$ cat src/rtl/wb_pic_dispatcher_pkg.sv
// rtl/wb_pic_dispatcher_pkg.sv - PIC register map and dispatcher state encoding
package wb_pic_pkg;

  localparam logic [7:0] PIC_PEND = 8'h00;
  localparam logic [7:0] PIC_EN   = 8'h04;
  localparam logic [7:0] PIC_PRI  = 8'h08;
  localparam logic [7:0] PIC_GCTL = 8'h0C;
  localparam logic [7:0] PIC_ACK  = 8'h10;
  localparam logic [7:0] PIC_HIGH = 8'h14;

  typedef enum logic [3:0] {
    ST_INIT_EN,
    ST_INIT_PRI,
    ST_INIT_GEN,
    ST_IDLE,
    ST_CLAIM,
    ST_CLEAR,
    ST_PRESENT,
    ST_SERVICE,
    ST_SETTLE
  } state_e;

endpackage

$ cat src/rtl/wb_pic_dispatcher_xfer.sv
// rtl/wb_pic_dispatcher_xfer.sv - single-access Wishbone master with ack timeout
module pic_wb_xfer #(
  parameter int TIMEOUT = 16
) (
  input  logic        clk,
  input  logic        rst_n,
  input  logic        start,
  input  logic [7:0]  addr,
  input  logic        we,
  input  logic [31:0] wdata,
  output logic        done,
  output logic [31:0] rdata,
  output logic        timeout,
  output logic [7:0]  pic_addr,
  output logic [31:0] pic_wdata,
  output logic        pic_we,
  output logic        pic_stb,
  input  logic [31:0] pic_rdata,
  input  logic        pic_ack
);

  localparam int CW = $clog2(TIMEOUT + 1);
  localparam logic [CW-1:0] CNT_LAST = CW'(TIMEOUT - 1);

  logic [7:0]    addr_q, addr_d;
  logic [31:0]   wdata_q, wdata_d;
  logic          we_q, we_d;
  logic          stb_q, stb_d;
  logic [CW-1:0] cnt_q, cnt_d;

  assign done      = stb_q & pic_ack;
  assign timeout   = stb_q & ~pic_ack & (cnt_q == CNT_LAST);
  assign rdata     = pic_rdata;
  assign pic_addr  = addr_q;
  assign pic_wdata = wdata_q;
  assign pic_we    = we_q;
  assign pic_stb   = stb_q;

  // start is only honoured between accesses, so callers may hold it high
  always_comb begin
    addr_d  = addr_q;
    wdata_d = wdata_q;
    we_d    = we_q;
    stb_d   = stb_q;
    cnt_d   = cnt_q;
    if (!stb_q) begin
      if (start) begin
        addr_d  = addr;
        wdata_d = wdata;
        we_d    = we;
        stb_d   = 1'b1;
        cnt_d   = '0;
      end
    end else if (pic_ack || timeout) begin
      stb_d = 1'b0;
    end else begin
      cnt_d = cnt_q + 1'b1;
    end
  end

  always_ff @(posedge clk or negedge rst_n) begin
    if (!rst_n) begin
      addr_q  <= '0;
      wdata_q <= '0;
      we_q    <= 1'b0;
      stb_q   <= 1'b0;
      cnt_q   <= '0;
    end else begin
      addr_q  <= addr_d;
      wdata_q <= wdata_d;
      we_q    <= we_d;
      stb_q   <= stb_d;
      cnt_q   <= cnt_d;
    end
  end

endmodule

$ cat src/rtl/wb_pic_dispatcher.sv
// rtl/wb_pic_dispatcher.sv - PIC init, claim/clear and CPU vector handshake sequencer
module wb_pic_dispatcher
  import wb_pic_pkg::*;
#(
  parameter bit          AUTO_INIT = 1'b1,
  parameter logic [7:0]  EN_INIT   = 8'hFF,
  parameter logic [31:0] PRI_INIT  = 32'h76543210,
  parameter int          TIMEOUT   = 16
) (
  input  logic        clk,
  input  logic        rst_n,
  output logic [7:0]  pic_addr,
  output logic [31:0] pic_wdata,
  output logic        pic_we,
  output logic        pic_stb,
  input  logic [31:0] pic_rdata,
  input  logic        pic_ack,
  input  logic        pic_irq,
  input  logic        dispatch_en,
  output logic        vec_valid,
  output logic [2:0]  vec_id,
  input  logic        vec_ready,
  input  logic        eoi,
  input  logic        err_clr,
  output logic        busy,
  output logic        init_done,
  output logic        bus_err,
  output logic [15:0] dispatch_cnt
);

  localparam state_e RST_STATE = state_e'(AUTO_INIT ? ST_INIT_EN : ST_IDLE);

  state_e      state_q, state_d;
  logic [2:0]  vec_id_q, vec_id_d;
  logic        vec_valid_q, vec_valid_d;
  logic        init_done_q, init_done_d;
  logic        bus_err_q, bus_err_d;
  logic        busy_q, busy_d;
  logic        settle_q, settle_d;
  logic [15:0] dispatch_cnt_q, dispatch_cnt_d;

  logic        x_start, x_we, x_done, x_timeout;
  logic [7:0]  x_addr;
  logic [31:0] x_wdata, x_rdata;
  logic        unused_rdata;

  assign unused_rdata = ^x_rdata[31:3];

  pic_wb_xfer #(.TIMEOUT(TIMEOUT)) u_xfer (
    .clk       (clk),
    .rst_n     (rst_n),
    .start     (x_start),
    .addr      (x_addr),
    .we        (x_we),
    .wdata     (x_wdata),
    .done      (x_done),
    .rdata     (x_rdata),
    .timeout   (x_timeout),
    .pic_addr  (pic_addr),
    .pic_wdata (pic_wdata),
    .pic_we    (pic_we),
    .pic_stb   (pic_stb),
    .pic_rdata (pic_rdata),
    .pic_ack   (pic_ack)
  );

  always_comb begin
    state_d        = state_q;
    vec_id_d       = vec_id_q;
    vec_valid_d    = vec_valid_q;
    init_done_d    = init_done_q;
    bus_err_d      = bus_err_q;
    settle_d       = settle_q;
    dispatch_cnt_d = dispatch_cnt_q;
    x_start        = 1'b0;
    x_addr         = PIC_HIGH;
    x_we           = 1'b0;
    x_wdata        = '0;
    if (err_clr) bus_err_d = 1'b0;
    case (state_q)
      ST_INIT_EN: begin
        x_start = 1'b1;
        x_addr  = PIC_EN;
        x_we    = 1'b1;
        x_wdata = {24'h0, EN_INIT};
        if (x_done) state_d = ST_INIT_PRI;
      end
      ST_INIT_PRI: begin
        x_start = 1'b1;
        x_addr  = PIC_PRI;
        x_we    = 1'b1;
        x_wdata = PRI_INIT;
        if (x_done) state_d = ST_INIT_GEN;
      end
      ST_INIT_GEN: begin
        x_start = 1'b1;
        x_addr  = PIC_GCTL;
        x_we    = 1'b1;
        x_wdata = 32'h1;
        if (x_done) begin
          init_done_d = 1'b1;
          state_d     = ST_IDLE;
        end
      end
      // The claim read is launched on the IDLE exit edge to save a cycle of latency
      ST_IDLE: begin
        if (pic_irq && dispatch_en && init_done_q) begin
          x_start = 1'b1;
          state_d = ST_CLAIM;
        end
      end
      ST_CLAIM: begin
        x_start = 1'b1;
        if (x_done) begin
          vec_id_d = x_rdata[2:0];
          state_d  = ST_CLEAR;
        end
      end
      ST_CLEAR: begin
        x_start = 1'b1;
        x_addr  = PIC_ACK;
        x_we    = 1'b1;
        x_wdata = 32'h1 << vec_id_q;
        if (x_done) begin
          vec_valid_d = 1'b1;
          state_d     = ST_PRESENT;
        end
      end
      ST_PRESENT: begin
        if (vec_ready) begin
          vec_valid_d    = 1'b0;
          dispatch_cnt_d = dispatch_cnt_q + 16'h1;
          settle_d       = 1'b0;
          state_d        = eoi ? ST_SETTLE : ST_SERVICE;
        end
      end
      ST_SERVICE: begin
        if (eoi) begin
          settle_d = 1'b0;
          state_d  = ST_SETTLE;
        end
      end
      ST_SETTLE: begin
        settle_d = 1'b1;
        if (settle_q) state_d = ST_IDLE;
      end
      default: state_d = RST_STATE;
    endcase
    // An init timeout still marks init finished so the sequence is never retried
    if (x_timeout) begin
      state_d   = ST_IDLE;
      bus_err_d = 1'b1;
      if (state_q inside {ST_INIT_EN, ST_INIT_PRI, ST_INIT_GEN}) init_done_d = 1'b1;
    end
    busy_d = (state_d != ST_IDLE);
  end

  always_ff @(posedge clk or negedge rst_n) begin
    if (!rst_n) begin
      state_q        <= RST_STATE;
      vec_id_q       <= '0;
      vec_valid_q    <= 1'b0;
      init_done_q    <= ~AUTO_INIT;
      bus_err_q      <= 1'b0;
      busy_q         <= 1'b0;
      settle_q       <= 1'b0;
      dispatch_cnt_q <= '0;
    end else begin
      state_q        <= state_d;
      vec_id_q       <= vec_id_d;
      vec_valid_q    <= vec_valid_d;
      init_done_q    <= init_done_d;
      bus_err_q      <= bus_err_d;
      busy_q         <= busy_d;
      settle_q       <= settle_d;
      dispatch_cnt_q <= dispatch_cnt_d;
    end
  end

  assign vec_valid    = vec_valid_q;
  assign vec_id       = vec_id_q;
  assign init_done    = init_done_q;
  assign bus_err      = bus_err_q;
  assign busy         = busy_q;
  assign dispatch_cnt = dispatch_cnt_q;

endmodule
$ cat config.mk
export PLATFORM = sky130hd
export DESIGN_NAME = wb_pic_dispatcher
export DESIGN_NICKNAME = d
export VERILOG_FILES = /design/src/rtl/wb_pic_dispatcher_pkg.sv /design/src/rtl/wb_pic_dispatcher_xfer.sv /design/src/rtl/wb_pic_dispatcher.sv
export SDC_FILE = /design/constraint.sdc
export NUM_CORES = 1
export LEC_CHECK = 0
export ABC_AREA = 1
export CELL_PAD_IN_SITES_DETAIL_PLACEMENT = 0
export CELL_PAD_IN_SITES_GLOBAL_PLACEMENT = 2
export CORE_MARGIN = 2
export CORE_UTILIZATION = 30
export CTS_CLUSTER_SIZE = 10
export DETAILED_ROUTE_END_ITERATION = 8
export PLACE_DENSITY_LB_ADDON = 0.3
export SYNTH_ARGS = -nofsm -noshare
export SYNTH_HDL_FRONTEND = slang
export SYNTH_HIERARCHICAL = 1
export SYNTH_SLANG_ARGS = --single-unit
export TNS_END_PERCENT = 10
$ cat constraint.sdc
create_clock -name clk -period 3.9 [get_ports clk]
set_input_delay 0.78 -clock clk [delete_from_list [all_inputs] [get_ports clk]]
set_output_delay 0.78 -clock clk [all_outputs]
set_load 0.02 [all_outputs]
==> impl_metrics.toml <==
[global_routing]
grt_overflow = 0
grt_pass1_vias = 2995
antenna_found_initial = 0
track_usage_pct = 14.8
grt_max_degree = 76
grt_pass1_wl_um = 15200

[sta]
hold_ws_ns = 0.464
setup_viol = 0
max_freq_ghz = 0.436
worst_pin_slew_ns = 0.970
grt_setup_unrepaired = "no"
fin_crit_sh_pct = 58.7
post-route-min-period_ns = 2.29
fin_setup_tns_ns = 0
relSlewSlack_pct = 35.1
hold_viol = 0
finalMaxSlewViolations = 0
clock_skew_ns = 0.00577
timing.final.ws_setup_ns = 1.61

[worst_setup_path]
slowest_stage = "nand2_4"
critPathMaxStageDelay_ns = 0.41
start_kind = "input port"
path_cells = "clkdlybuf4s50_1 > nand3_1 > nor2_1 > nor2_1 > nand3_2 > nand2_4 > nand2_2 > inv_1 > nand2_1 > o21ai_1"
path_common_cell = "nor2_1"
r2r_start = "state_q[1]"
rr_endpoint = "u_xfer/cnt_q[2]"
cp_data_required_time_ns = 4.15
cp-end-kind = "flop"
path_class = "input port to flop"
worstPathArrival_ns = 2.55
critPathMaxFanout = 43
ff2ff_setup_slack_ns = 1.77
r2r_cells = 10

[floorplan]
initial_core_util_pct = 30.5
die_w_um = 114
coreArea_um2 = 12000
io_pins = 105
dieArea_um2 = 13100
die_height_um = 114
num_rows = 40

[cells_and_area]
diodes = 0
nNetsFinal = 572
syn_to_final_growth_pct = 31.2
drive_gt1_share_pct = 5.85

[placement]
place_hpwl_um = 6020
port_buffers = 75
gp_congestion = 0.761
dp_slack_ns = 1.27

[hold_path]
worstHoldStart = "u_xfer/pic_wdata[23]"
holdPathEnd = "u_xfer/pic_wdata[23]"
hold_path_depth = 2
hold_path.class = "flop to flop"

[route]
routed_wl_um = 8930
vias_per_cell = 4.60
wl_per_cell_um = 13.2
drcViolationCount = 0
drtIter0Drc = 164
dr.pass1.iters = 4
ant_nets = 0
route.vias.total = 3117

[logic_synthesis]
yosysWarnings = 6
syn_avg_cell_area_um2 = 8.23
syn_area_um2 = 3650
syn_inst = 444

[power]
p_comb_share_pct = 48.5
switching_power_mw = 1.66
p_leak_nw = 2.35
power-per-cell-area_nw_per_um2 = 808
p_seq_share_pct = 33.2
p_int_mw = 2.21
p_clk_share_pct = 18.2
vdd_drop_max_mv = 0.292
p_total_mw = 3.87
p_sw_share_pct = 42.8

[clock_tree]
cts_hold_buffers = 0
cts.reportedPaths.clkPinSlew_ns = 0.05
postCtsSetupBuffers = 0
cts_buffer_depth = 2
cts-resized-gates = 0
cts_made_buffers = 9
clkLatencyLatePin_ns = 0.33
cts_root_buf = "clkbuf_16"
htreeDepth = 3
cts_tree = "yes"
cts_sinks = 75

[outcome]
status = "completed"

[job]
maxCapViolCount = 0
## stage by stage
| stage | area [µm²] | utilization (%) | instances |
|---|---|---|---|
| after detailed placement | 4550 | 38.1 | 665 |
| after CTS | 4790 | 40.1 | 677 |
| final | 4790 | 40.1 | 677 |
| after global placement | 4550 | 38.1 | 665 |
| after global routing | 4790 | 40.1 | 677 |
| after floorplan | 3720 | - | 461 |
## state kept, by name, summed over array words and instances, names as in the netlist
signal	flops
state_q	4
vec_valid	1
bus_err	1
u_xfer/pic_addr	8
dispatch_cnt	16
u_xfer/cnt_q	5
init_done	1
u_xfer/pic_stb	1
busy	1
u_xfer/pic_we	1
vec_id	3
settle_q	1
u_xfer/pic_wdata	32
## placed cells by master (no fill, tap or decap)
cell	instances
nand2_1	142
dfrtp_1	75
clkdlybuf4s50_1	74
nand3_1	63
inv_1	40
nor2_1	27
conb_1	18
o21ai_0	14
clkbuf_16	9
nand4_1	8
xor2_1	7
o41ai_1	6
nor3_1	5
nand2_4	4
xnor2_1	4
inv_2	3
nor2_4	3
o22ai_1	3
nor2_2	3
ha_1	3
a21oi_1	2
o21bai_1	2
nand2_2	2
clkbuf_1	2
buf_4	2
nand3_2	1
a31oi_1	1
o221ai_1	1
nor2_8	1
nor3_2	1
nand3b_1	1
clkinv_2	1
or2_2	1
o21ai_1	1
## area by class of cell
class	count	area, µm²
clock buffers	11	233
repair buffers	76	756
fillers	1216	7170
inverters	43	161
multi-input cells	324	1580
flip-flops and latches	75	1880
well taps	147	184
clock inverters	1	5.00
## worst max-delay path, delay by kind of cell
kind / cells / cell delay, ns
AND/OR/NAND/NOR: 7 / 1.18
buffers and inverters: 2 / 0.50
AO/OA/AOI/OAI: 1 / 0.07
## layer usage
metal / GRT usage, % / part of all wire (%)
met5: 0 / 0
met4: 6.67 / 1.5
met3: 2.65 / 3.7
met2: 22.9 / 46
met1: 20.4 / 49
## power groups by stage
stage | clock network [mW] | logic [mW] | registers [mW]
3_3_place_gp | 0 | 1.87 | 1.30
4_1_cts | 0.737 | 1.90 | 1.29
5_1_grt | 0.777 | 2.08 | 1.34
2_1_floorplan | 0 | 0.882 | 1.56
3_5_place_dp | 0 | 1.89 | 1.30
6_report | 0.707 | 1.88 | 1.29
## worst max path at each step
stage	end	cells after the start	slack, ns	from
CTS	u_xfer/cnt_q[2]	10	1.62	pic_irq
global route	u_xfer/cnt_q[2]	10	1.37	pic_irq
finish	u_xfer/cnt_q[2]	10	1.61	pic_irq
global placement	u_xfer/cnt_q[2]	10	1.27	pic_irq
detailed placement	u_xfer/cnt_q[0]	9	1.27	pic_irq
floorplan	u_xfer/pic_addr[2]	8	2.16	pic_irq
(Power assumes the default switching activity.)
